$ cat config.mk
export PLATFORM = sky130hd
export DESIGN_NAME = stereo_demux
export DESIGN_NICKNAME = d
export VERILOG_FILES = /design/src/rtl/stereo_demux.sv
export SDC_FILE = /design/constraint.sdc
export NUM_CORES = 1
export LEC_CHECK = 0
export ABC_AREA = 0
export BUFFER_PORTS_ARGS = -buffer_cell sky130_fd_sc_hd__buf_2
export CORE_ASPECT_RATIO = 0.75
export CORE_UTILIZATION = 30
export DETAILED_ROUTE_END_ITERATION = 12
export SLEW_MARGIN = 5
export SYNTH_ARGS = -nofsm -noshare
export SYNTH_HDL_FRONTEND = slang
export SYNTH_SLANG_ARGS = --single-unit
$ cat constraint.sdc
create_clock -name clk_i -period 1.8 [get_ports clk_i]
set_clock_uncertainty 0.1 [all_clocks]
set_input_delay 0.09 -clock clk_i [delete_from_list [all_inputs] [get_ports clk_i]]
set_output_delay 0.09 -clock clk_i [all_outputs]
set_load 0.03 [all_outputs]
$ cat src/rtl/stereo_demux.sv
// stereo_demux: steers a tagged A/B word stream into per-channel holding
// registers and presents each completed A/B pair under a valid/ready handshake.
// Also counts consumed pairs and keeps a sticky flag for duplicate-channel words.
module stereo_demux #(
    parameter int unsigned REGBITS = 16,
    parameter int unsigned CNTBITS = 8
) (
    input  logic               clk_i,
    input  logic               rst_ni,
    input  logic [REGBITS-1:0] in_data_i,
    input  logic               in_sel_i,
    input  logic               in_valid_i,
    output logic               in_ready_o,
    output logic [REGBITS-1:0] a_out_o,
    output logic [REGBITS-1:0] b_out_o,
    output logic               pair_valid_o,
    input  logic               pair_ready_i,
    output logic [CNTBITS-1:0] pair_count_o,
    output logic               err_dup_o,
    input  logic               err_clr_i
);

    typedef enum logic [1:0] {
        StEmpty,
        StHaveA,
        StHaveB,
        StFull
    } state_e;

    state_e             state_q, state_d;
    logic [REGBITS-1:0] a_q, a_d;
    logic [REGBITS-1:0] b_q, b_d;
    logic               pair_valid_q, pair_valid_d;
    logic [CNTBITS-1:0] count_q, count_d;
    logic               err_q, err_d;

    logic accept;
    logic consume;
    logic dup;

    // Ready everywhere except FULL, where a word can only enter if the pair leaves.
    always_comb begin
        in_ready_o = (state_q != StFull) || pair_ready_i;
    end

    // Next-state, holding registers, counter and error flag.
    always_comb begin
        accept  = in_valid_i && in_ready_o;
        consume = pair_valid_q && pair_ready_i;
        dup     = 1'b0;
        state_d = state_q;
        a_d     = a_q;
        b_d     = b_q;
        count_d = count_q;

        unique case (state_q)
            StEmpty: begin
                if (accept) begin
                    if (in_sel_i) begin
                        b_d     = in_data_i;
                        state_d = StHaveB;
                    end else begin
                        a_d     = in_data_i;
                        state_d = StHaveA;
                    end
                end
            end
            StHaveA: begin
                if (accept) begin
                    if (in_sel_i) begin
                        b_d     = in_data_i;
                        state_d = StFull;
                    end else begin
                        // Second A before any B: newest word wins, flag the loss.
                        a_d = in_data_i;
                        dup = 1'b1;
                    end
                end
            end
            StHaveB: begin
                if (accept) begin
                    if (!in_sel_i) begin
                        a_d     = in_data_i;
                        state_d = StFull;
                    end else begin
                        b_d = in_data_i;
                        dup = 1'b1;
                    end
                end
            end
            StFull: begin
                if (consume) begin
                    count_d = count_q + CNTBITS'(1);
                    state_d = StEmpty;
                    // Accept in FULL implies consume, so the next pair starts here.
                    if (accept) begin
                        if (in_sel_i) begin
                            b_d     = in_data_i;
                            state_d = StHaveB;
                        end else begin
                            a_d     = in_data_i;
                            state_d = StHaveA;
                        end
                    end
                end
            end
            default: state_d = StEmpty;
        endcase

        pair_valid_d = (state_d == StFull);

        // Set has priority over clear.
        err_d = err_q;
        if (err_clr_i) begin
            err_d = 1'b0;
        end
        if (dup) begin
            err_d = 1'b1;
        end
    end

    // State and registered outputs.
    always_ff @(posedge clk_i or negedge rst_ni) begin
        if (!rst_ni) begin
            state_q      <= StEmpty;
            a_q          <= '0;
            b_q          <= '0;
            pair_valid_q <= 1'b0;
            count_q      <= '0;
            err_q        <= 1'b0;
        end else begin
            state_q      <= state_d;
            a_q          <= a_d;
            b_q          <= b_d;
            pair_valid_q <= pair_valid_d;
            count_q      <= count_d;
            err_q        <= err_d;
        end
    end

    assign a_out_o      = a_q;
    assign b_out_o      = b_q;
    assign pair_valid_o = pair_valid_q;
    assign pair_count_o = count_q;
    assign err_dup_o    = err_q;

endmodule

[Word level (Yosys, flattened, before mapping)]
Cells that the tools add are included.
Cells by class
  muxes and demuxes: 24
  $add $sub $neg: 1
  equality and inequality tests: 6
  reductions and logical operators: 7
Operators with widths (number)
  16-bit 2-to-1 mux: 6
  16-bit one-hot mux with 2 select lines: 2
  2-bit 2-to-1 mux: 8
  8-bit by 1-bit adder with 8-bit output (second input constant): 1
  2-bit one-hot mux with 4 select lines: 1
  2-bit equality test (second input constant): 3
  1-bit 2-to-1 mux: 6
  2-bit != test (second input constant): 2
  3-bit OR reduction: 1
  2-bit by 1-bit equality test with 1-bit output (second input constant): 1
  1-bit logical AND: 2
  2-bit logical NOT: 1
  1-bit one-hot mux with 2 select lines: 1
  2-bit AND reduction: 1
  2-bit nonzero test: 1
  1-bit logical OR: 1
Word-level totals
  logic and storage cells: 44
  bits of input ports: 22
  output and inout bits: 43
  bits in registers: 44

[Depth between registers and ports, before layout]
Gate-level depths: netlist of the first run.
  word-level depth: 7
  depth in mapped cells: 6
  depth with buffers taken out: 6

[Worst setup path after synthesis of the first run]
No wires, ideal clock.
  path kind: register to register
  from: reg state_q[0]
  to: reg pair_valid_q (netlist: pair_valid_o)
  data required time: 1.613 ns
  data arrival time: 1.588 ns
  setup slack: 0.026 ns
  buffers on the path: 0
  stages on the path, launching flop included: 7
  path through: dfrtp_1 > ha_1 > nor2b_2 > inv_2 > nand3_1 > a311o_1 > a211oi_2
On the way
  cells in the longest elaborated chain, start to end: 7
Ends and longest elaborated chain
  start, declared: line 30  | state_e state_q, state_d;
  start signal, assigned: line 125  | state_q <= StEmpty;
  start signal, assigned: line 132  | state_q <= state_d;
  2-bit != test *: line 43  | in_ready_o = (state_q != StFull) || pair_ready_i;
  1-bit logical OR *: line 43
  named net in_ready_o: line 13  | output logic in_ready_o,
  1-bit logical AND *: line 48  | accept = in_valid_i && in_ready_o;
  2-bit 2-to-1 mux: line 96  | if (accept) begin
  2-bit 2-to-1 mux: line 92  | if (consume) begin
  2-bit one-hot mux with 4 select lines *: line 56  | unique case (state_q)
  2-bit equality test *: line 110  | pair_valid_d = (state_d == StFull);
  named net pair_valid_d: line 33  | logic pair_valid_q, pair_valid_d;
  end signal, assigned: line 135  | pair_valid_q <= pair_valid_d;
  end, declared: line 33
Mark *: on every way through the listed nets, which the timed path passes. The rest lies on a longest branch.
A chain may end at the register's enable or synchronous reset.

[Worst setup path after layout of the first run]
  from: reg state_q[0]
  to: reg a_q[3] (netlist: a_out_o[3])
On the way
  cells in the longest elaborated chain, start to end: 6
Ends and longest elaborated chain
  2-bit != test: line 43
  1-bit logical OR: line 43
  1-bit logical AND: line 48
  16-bit 2-to-1 mux (2 in a row)
  16-bit one-hot mux with 2 select lines: line 56
  end signal, assigned: line 126  | a_q <= '0;
  end signal, assigned: line 133  | a_q <= a_d;
  end, declared: line 31  | logic [REGBITS-1:0] a_q, a_d;
Parallel ways exist; a longest one is shown, timed or not. The select of a mux whose other input is x is not followed.

==> metrics.md, run 1 <==
| Metric | Value |
|---|---|
| Remaining DRCs | `0` |
| Worst Max-Slew Pin Slew | `0.639 ns` |
| Max-Cap Viols | `0` |
| Initial antenna violation count | `0` |
| Starting density of the core | `31.8%` |
| Sequential power share | `36.4%` |
| Worst Setup Path Type | `flop to flop` |
| First-pass GRT wire length | `6.44 mm` |
| Wirelength, routed | `3.81 mm` |
| Count leader, synth | `dfrtp_1` |
| Root buf cell | `clkbuf_8` |
| Final worst slack | `0.0958 ns` |
| Status | `completed` |
| Final Core Density | `44.5%` |
| CP arrival | `1.78 ns` |
| Synth area leaders | `dfrtp_1 (59%), mux2_2 (19%), ha_1 (3.3%)` |
| Post-CTS Setup Bufs | `0` |
| Fin area | `0.00263 sq mm` |
| Yosys warning count | `0` |
| Diode count | `0` |
| Placement row count | `24` |
| Synth area leader | `dfrtp_1` |
| I/O Buffers | `64` |
| First-pass iteration count of the detailed router | `4` |
| Unique masters post-synth | `30` |
| Lkg Pwr | `1.26 nW` |
| Switching power share of the total | `40.6%` |
| Max Fanout on Critical Path | `16` |
| Clock Power Share | `15.5%` |
| Post-DRT Antenna Nets | `0` |
| Nets@finish | `252` |
| Post-synthesis cell count | `133` |
| Fmax | `0.587 GHz` |
| Die area | `0.00660 sq mm` |
| FILL cells | `551` |
| Setup TNS | `0 ns` |
| Synthesized Nets | `160` |
| Detailed Place HPWL | `2.76 mm` |
| Longest Clk Path Bufs | `2` |
| Synthesized area | `0.00188 sq mm` |
| RSZ-0062 raised after global routing | `false` |
| Flops & latches, synth | `44` |
| R2r setup slk | `0.1 ns` |
| Total congestion overflow | `0` |
| Share of post-route cells with drive strength above 1 | `54.2%` |
| Tcrit/Tclk final | `94.7%` |
| Worst skew pair latency | `0.28 ns` |
| RePlAce Congestion | `0.734` |
| # H-tree levels | `2` |
| Synthesized area per cell | `14.1 sq um` |
| Post-placement worst setup slack | `0.0333 ns` |
| Main synth FF type | `dfrtp_1` |
| Starting DRT DRC Count | `33` |
| Worst path required time | `1.87 ns` |
| Post-synth EDFFs | `0` |
| CP startpoint kind | `flop` |
| Power Internal | `2.47 mW` |
| Hold WC Path Type | `input pin to flop` |
| Post-synth ARST share | `100%` |
| P_sw | `1.69 mW` |
| CTS clock-pin slew for the worst setup and hold paths | `0.07 ns` |
| Register area | `0.00110 sq mm` |
| Max_slew headroom | `57.4%` |
| Final Hold Violating Endpoints | `0` |
| Area Growth Syn to Fin | `39.8%` |
| Final Critical Period | `1.70 ns` |
| P per Cell Area | `1580 mW/mm^2` |
| Vias in the first global route | `1370` |
| Slew Limit Fails | `0` |
| Tot GR Track Use | `12.7%` |
| Die width | `93.5 microns` |
| Worst vdd ir | `0.891 mV` |
| Pin count of the biggest net entering global routing | `30` |
| TritonCTS buffer count | `5` |
| DR WL/cell | `12.6 microns` |
| TritonCTS clock tree | `yes` |
| Vias per inst | `4.43` |
| Vias | `1341` |
| Die height | `70.6 microns` |
| Core area | `0.00592 sq mm` |
| Clock Sinks | `44` |
| Area occupied by multi-input gates | `746 sq um` |
| Top-area cell type share of the netlist area | `58.5%` |
| Comb pwr share | `48.1%` |
| Setup Viol. Count Final | `0` |
| Tot Pwr | `4.16 mW` |
| Placed Instance Area | `0.00235 sq mm` |
| Register area share after synthesis | `58.5%` |
| Boundary pin count | `65` |
| CP Capture Type | `flop` |
| Top cells by instance count after synthesis | `dfrtp_1 (44), mux2_2 (32), nand2_1 (8), xnor2_1 (7)` |
per-stage QoR:
step                      cells  hold slack [ns]
after floorplan             133           -0.306
after global placement      278           0.0564
after detailed placement    278           0.0551
after CTS                   303           0.0454
after global routing        303           0.0647
final                       303           0.0548
routing by layer:
| layer | part of all wire (%) | vias up | GRT usage, % | wire length, microns |
|---|---|---|---|---|
| li1 | - | 647 | - | - |
| met1 | 45 | 631 | 16.4 | 1700 |
| met2 | 44 | 58 | 19.2 | 1670 |
| met3 | 11 | 5 | 5.91 | 400 |
| met4 | 1.2 | 0 | 4.10 | 44 |
| met5 | 0 | - | 0 | 0 |
cell usage in the layout (no fill, tap or decap):
cell type	count
a21bo_4	1
nand2_1	8
buf_12	2
mux2_2	32
nand4_1	2
and3_1	1
inv_1	4
dlygate4sd3_1	18
o32a_2	1
a21boi_0	1
o21bai_1	1
nand3_2	1
nor2_4	1
and2_2	1
nor4b_4	1
dfrtp_1	44
and3_2	1
clkbuf_8	7
a211oi_2	1
ha_2	3
a311o_1	1
inv_2	1
o22ai_1	1
xnor2_1	7
nor3_1	2
nand3_1	5
nor2b_2	1
o21ai_0	2
buf_2	64
xor2_1	1
ha_1	2
nor2_1	3
buf_4	4
critical path, stage by stage, from the launching register on:
cell	delay, ns
dfrtp_1	0.39
ha_2	0.22
a21bo_4	0.19
nand2_1	0.08
nor2_4	0.11
buf_12	0.16
mux2_2	0.34
sequential cells by signal (all words and copies together) (netlist names):
name and cells:
a_out_o 16, b_out_o 16, pair_count_o 8, state_q 2, err_dup_o 1, pair_valid_o 1
cells by family after synthesis:
family / count (synthesis) / share of synthesized area, %
XOR/XNOR: 8 / 3.72
adder cells (fa/ha/maj): 5 / 3.32
AND/OR/NAND/NOR: 27 / 8.71
AO/OA/AOI/OAI: 9 / 4.32
multiplexers: 32 / 19.1
flip-flops: 44 / 58.5
buffers and inverters: 8 / 2.26
layout make-up:
| cell class | instances | share of cell area, % |
|---|---|---|
| Clock buffer | 7 | 3.66 |
| Inverter | 5 | 0.714 |
| Timing Repair Buffer | 88 | 21.7 |
| Multi-Input combinational cell | 81 | 28.4 |
| Sequential cell | 44 | 41.9 |
| Tap cell | 78 | 3.71 |
what timing repair did:
action	CTS	global route
endpoints found under the setup margin	0	17
resized for setup	0	3
hold endpoints to repair	60	0
hold buffers	18	0
path summary, 6_finish.rpt:
kind / end / from / depth (start not counted)
setup / recovery: a_out_o[3] / state_q[0] / 6
hold / removal: err_dup_o / in_valid_i / 3
setup reg to reg: a_out_o[3] / state_q[0] / 6
hold reg to reg: pair_count_o[7] / pair_count_o[7] / 1
max in group asynchronous: b_out_o[0] / rst_ni / 3
min in group asynchronous: pair_count_o[0] / rst_ni / 2
power groups by stage:
stage | Sequential [mW] | Combinational, mW | Clock [mW]
floorplan | 2.18 | 0.739 | 0
global placement | 1.52 | 1.97 | 0
detailed placement | 1.53 | 1.98 | 0
CTS | 1.51 | 2.01 | 0.679
global route | 1.57 | 2.17 | 0.712
finish | 1.52 | 2.00 | 0.645
Note: power is estimated with default switching activity, not from simulation.
==> run 2, diff against run 1 <==
- SETUP_SLACK_MARGIN: default -> 0.4
==> metrics.md, run 2 (synthesized netlist as in run 1, its figures left out) <==
| Metric | Value |
|---|---|
| Status | `completed` |
| Met1 GRT Util | `18.7%` |
| DR WL/cell | `13.6 microns` |
| Clock Sinks | `44` |
| First-pass iteration count of the detailed router | `4` |
| RSZ-0062 raised after global routing | `true` |
| RePlAce Congestion | `0.801` |
| Boundary pin count | `65` |
| Fmax | `0.589 GHz` |
| Pin count of the biggest net entering global routing | `18` |
| Area Growth Syn to Fin | `51.5%` |
| Max Fanout on Critical Path | `16` |
| CTS clock-pin slew for the worst setup and hold paths | `0.08 ns` |
| Share of post-route cells with drive strength above 1 | `58.4%` |
| Setup Viol. Count Final | `0` |
| Worst r2r path cells | `6` |
| Comb pwr share | `51.6%` |
| Total congestion overflow | `0` |
| Vias in the first global route | `1374` |
| Worst path required time | `1.87 ns` |
| P per Cell Area | `1590 mW/mm^2` |
| Tot Pwr | `4.53 mW` |
| Setup crit start | `state_q[1]` |
| Post-DRT Antenna Nets | `0` |
| Vias | `1383` |
| Switching power share of the total | `40.2%` |
| P_sw | `1.82 mW` |
| Diode count | `0` |
| Placement row count | `24` |
| Slew Limit Fails | `0` |
| Sequential power share | `33.8%` |
| Clock Power Share | `14.6%` |
| Setup TNS | `0 ns` |
| Nets@finish | `257` |
| HP Start | `in_valid_i` |
| Worst Setup Path Type | `flop to flop` |
| TritonCTS buffer count | `5` |
| Die area | `0.00660 sq mm` |
| CP Capture Type | `flop` |
| CP arrival | `1.77 ns` |
| Fin cells | `309` |
| Lkg Pwr | `1.39 nW` |
| Initial antenna violation count | `0` |
| Die width | `93.5 microns` |
| CP startpoint kind | `flop` |
| Die height | `70.6 microns` |
| Placed Instance Area | `0.00236 sq mm` |
| CP endpoint | `a_out_o[14]` |
| Power Internal | `2.71 mW` |
| Starting DRT DRC Count | `38` |
| R2r setup slk | `0.10 ns` |
| Vias per inst | `4.48` |
| Max_slew headroom | `76.4%` |
| Worst skew pair latency | `0.29 ns` |
| Commonest non-fill, non-tap cell in the layout | `buf_2` |
| RR Endpoint | `a_out_o[14]` |
| Detailed Place HPWL | `2.81 mm` |
| Routing usage on met2 | `18.8%` |
| Longest Clk Path Bufs | `2` |
| First-pass GRT wire length | `6.77 mm` |
| Fin area | `0.00285 sq mm` |
| Worst vdd ir | `0.689 mV` |
| TritonCTS clock tree | `yes` |
| Core area | `0.00592 sq mm` |
| Tcrit/Tclk final | `94.4%` |
| Top Usage Layer GRT | `met2` |
| I/O Buffers | `64` |
| Starting density of the core | `31.8%` |
| Most frequent cells in the layout | `buf_2 (63), dfrtp_1 (43), dlygate4sd3_1 (18)` |
| Inst Count DP | `276` |
| GR Util met3 | `6.13%` |
| Root buf cell | `clkbuf_8` |
| # H-tree levels | `2` |
| Wirelength, routed | `4.20 mm` |
| Hold WC Path Type | `input pin to flop` |
| Worst Max-Slew Pin Slew | `0.354 ns` |
| FF-to-FF Start | `state_q[1]` |
| Max-Cap Viols | `0` |
| Final Critical Period | `1.70 ns` |
| Final Hold Violating Endpoints | `0` |
| Remaining DRCs | `0` |
| Final Core Density | `48.2%` |
| Tot GR Track Use | `13.5%` |
## run 2: area by class of cell
| class | instances | area [sq um] |
|---|---|---|
| sequential | 44 | 1100 |
| fill | 526 | 3060 |
| clock buffer | 8 | 100 |
| inverter | 5 | 21.3 |
| multi-input combinational | 81 | 880 |
| timing repair buffer | 93 | 651 |
| tap | 78 | 97.6 |
## run 2: worst min-delay path by stage
stage / end / depth (start not counted)
floorplan: a_out_o[0] / 0
detailed placement: b_out_o[5] / 1
finish: err_dup_o / 3
CTS: err_dup_o / 3
global route: err_dup_o / 3
global placement: b_out_o[5] / 1
## run 2: timing repair
action	CTS	global route
setup buffers	5	1
resized for setup	22	10
hold buffers	18	0
gates cloned	1	0
pin swaps	3	3
setup endpoints to repair	38	39
hold endpoints to repair	77	0
## run 2: power by group through the flow
stage	Sequential, mW	Combinational, mW	Clock [mW]
5_1_grt	1.58	2.49	0.738
4_1_cts	1.52	2.27	0.692
6_report	1.53	2.34	0.662
3_3_place_gp	1.54	1.95	0
2_1_floorplan	2.18	0.784	0
3_5_place_dp	1.55	1.97	0
## run 2: layer usage
metal,routed length (microns),vias to the layer above
met3,386,6
met4,28,0
met2,1770,65
met1,2020,649
li1,-,663
met5,0,-
## run 2: worst max-delay path, cell delays in order (launching register included)
cell     delay (ns)
dfrtp_1        0.42
ha_4           0.18
a21bo_4        0.20
nand2_2        0.07
nor2_4         0.10
buf_12         0.16
mux2_2         0.34
## run 2: per-stage QoR
step	worst slack [ns]	hold WS (ns)
2_1_floorplan	0.0920	-0.306
3_3_place_gp	0.102	-0.0720
3_5_place_dp	0.0658	-0.0758
4_1_cts	0.0732	0.0544
5_1_grt	0.0469	0.0637
6_report	0.101	0.0600
==> run 3, diff against run 2 <==
- CELL_PAD_IN_SITES_DETAIL_PLACEMENT: default -> 2
- CELL_PAD_IN_SITES_GLOBAL_PLACEMENT: default -> 2
- CORE_UTILIZATION: 30 -> 29
- PLACE_DENSITY_LB_ADDON: default -> 0.1
==> metrics.md, run 3 (synthesized netlist as in run 1, its figures left out) <==
| Metric | Value |
|---|---|
| CP max stage cell | `dfrtp_1` |
| Buffers and inverters on the worst path | `1` |
| Final Hold Violating Endpoints | `0` |
| FILL cells | `630` |
| Setup TNS | `0 ns` |
| Hold WC Path Type | `input pin to flop` |
| Die height | `71.8 microns` |
| Starting density of the core | `29.9%` |
| Clock Sinks | `44` |
| WHS | `0.107 ns` |
| Max-Cap Viols | `0` |
| Post-DRT Antenna Nets | `0` |
| Post-placement worst setup slack | `0.0340 ns` |
| Diode count | `0` |
| Area occupied by multi-input gates | `828 sq um` |
| Worst path depth | `6` |
| Vias in the first global route | `1570` |
| Worst Max-Slew Pin Slew | `0.441 ns` |
| TritonCTS clock tree | `yes` |
| Tot GR Track Use | `15.6%` |
| Status | `completed` |
| Worst vdd ir | `0.598 mV` |
| Wirelength, routed | `4.80 mm` |
| Max Fanout on Critical Path | `15` |
| RSZ-0062 raised after global routing | `true` |
| Pin count of the biggest net entering global routing | `29` |
| Total congestion overflow | `0` |
| Slew Limit Fails | `0` |
| CP Capture Type | `flop` |
| Worst path max stage delay | `0.43 ns` |
| Top Family by Delay on Critical Path | `flip-flops` |
| Final Core Density | `45.3%` |
| Die area | `0.00682 sq mm` |
| RePlAce Congestion | `0.861` |
| Fmax | `0.581 GHz` |
| Final worst slack | `0.0798 ns` |
| CP startpoint kind | `flop` |
| HP Start | `pair_ready_i` |
| Placement row count | `25` |
| Hold path depth | `3` |
| CTS clock-pin slew for the worst setup and hold paths | `0.08 ns` |
| Longest Clk Path Bufs | `2` |
| Boundary pin count | `65` |
| R2r setup slk | `0.08 ns` |
| Share of post-route cells with drive strength above 1 | `59.8%` |
| Final Critical Period | `1.72 ns` |
| Setup Viol. Count Final | `0` |
| Root buf cell | `clkbuf_8` |
| DR WL/cell | `15.2 microns` |
| # H-tree levels | `2` |
| Core area | `0.00629 sq mm` |
| RR Endpoint | `a_out_o[9]` |
| Detailed Place HPWL | `3.43 mm` |
| Vias per inst | `4.54` |
| Max_slew headroom | `70.6%` |
| Most frequent cells in the layout | `buf_2 (63), dfrtp_1 (43), mux2_2 (30)` |
| Worst r2r path cells | `6` |
| I/O Buffers | `64` |
| Worst path required time | `1.88 ns` |
| TritonCTS buffer count | `5` |
| Tot Pwr | `4.73 mW` |
| P per Cell Area | `1660 mW/mm^2` |
| First-pass iteration count of the detailed router | `4` |
| FF-to-FF Start | `state_q[1]` |
| Hold Path Sink | `pair_count_o[0]` |
| Initial antenna violation count | `0` |
| Starting DRT DRC Count | `14` |
| Die width | `95.0 microns` |
| Vias | `1430` |
| First-pass GRT wire length | `7.95 mm` |
| CP arrival | `1.80 ns` |
| Register area | `0.00110 sq mm` |
| Worst Setup Path Type | `flop to flop` |
| Lkg Pwr | `1.35 nW` |
| CP Cell Sequence | `ha_4, a21bo_4, nand2_2, nor2_4, buf_12, mux2_2` |
| Worst skew pair latency | `0.29 ns` |
| Tcrit/Tclk final | `95.6%` |
| Nets@finish | `260` |
| Commonest non-fill, non-tap cell in the layout | `buf_2` |
| Remaining DRCs | `0` |
| Area Growth Syn to Fin | `51.5%` |
run 3: metrics by stage:
step	cells	cell area, sq um
3_3_place_gp	279	2380
6_report	315	2850
2_1_floorplan	133	1910
3_5_place_dp	279	2380
5_1_grt	315	2850
4_1_cts	314	2840
run 3: tightest hold or removal path, stage by stage:
cell and delay, ns:
buf_2 0.13, nand3_1 0.16, xnor2_1 0.08
run 3: per-layer routing:
metal,part of all wire [%],routed length [microns],up-vias,GRT usage (%)
met5,0,0,-,0
li1,-,-,663,-
met1,45,2140,720,19.6
met4,0.90,43,0,4.55
met3,5.2,251,5,4.03
met2,49,2360,42,26.5
run 3: report_power, final:
| group | leakage, nW | internal, mW | switching, mW | total [mW] |
|---|---|---|---|---|
| logic | 0.752 | 1.04 | 1.34 | 2.38 |
| registers | 0.533 | 1.33 | 0.218 | 1.55 |
| clock network | 0.0614 | 0.454 | 0.345 | 0.799 |
| total | 1.35 | 2.83 | 1.90 | 4.73 |
run 3: cell type report:
class	count	area share, %
multi-input cells	81	29.1
inverters	5	0.746
clock inverters	2	1.36
flip-flops and latches	44	38.7
repair buffers	96	23.7
well taps	81	3.56
clock buffers	6	2.90
run 3: worst max-delay path by stage:
| stage | from | end | slack [ns] |
|---|---|---|---|
| 2_1_floorplan | state_q[0] | a_out_o[11] | 0.09 |
| 3_3_place_gp | state_q[1] | pair_valid_o | 0.08 |
| 3_5_place_dp | state_q[0] | a_out_o[4] | 0.03 |
| 4_1_cts | state_q[1] | a_out_o[9] | 0.09 |
| 5_1_grt | state_q[1] | a_out_o[9] | 0.01 |
| 6_report | state_q[1] | a_out_o[9] | 0.08 |
run 3: repair_timing:
| action | CTS | global route |
|---|---|---|
| pin swaps | 5 | 1 |
| buffers inserted | 9 | 1 |
| hold buffers | 18 | 0 |
| hold endpoints to repair | 60 | 0 |
| setup endpoints to repair | 39 | 41 |
| gates resized for setup | 24 | 1 |
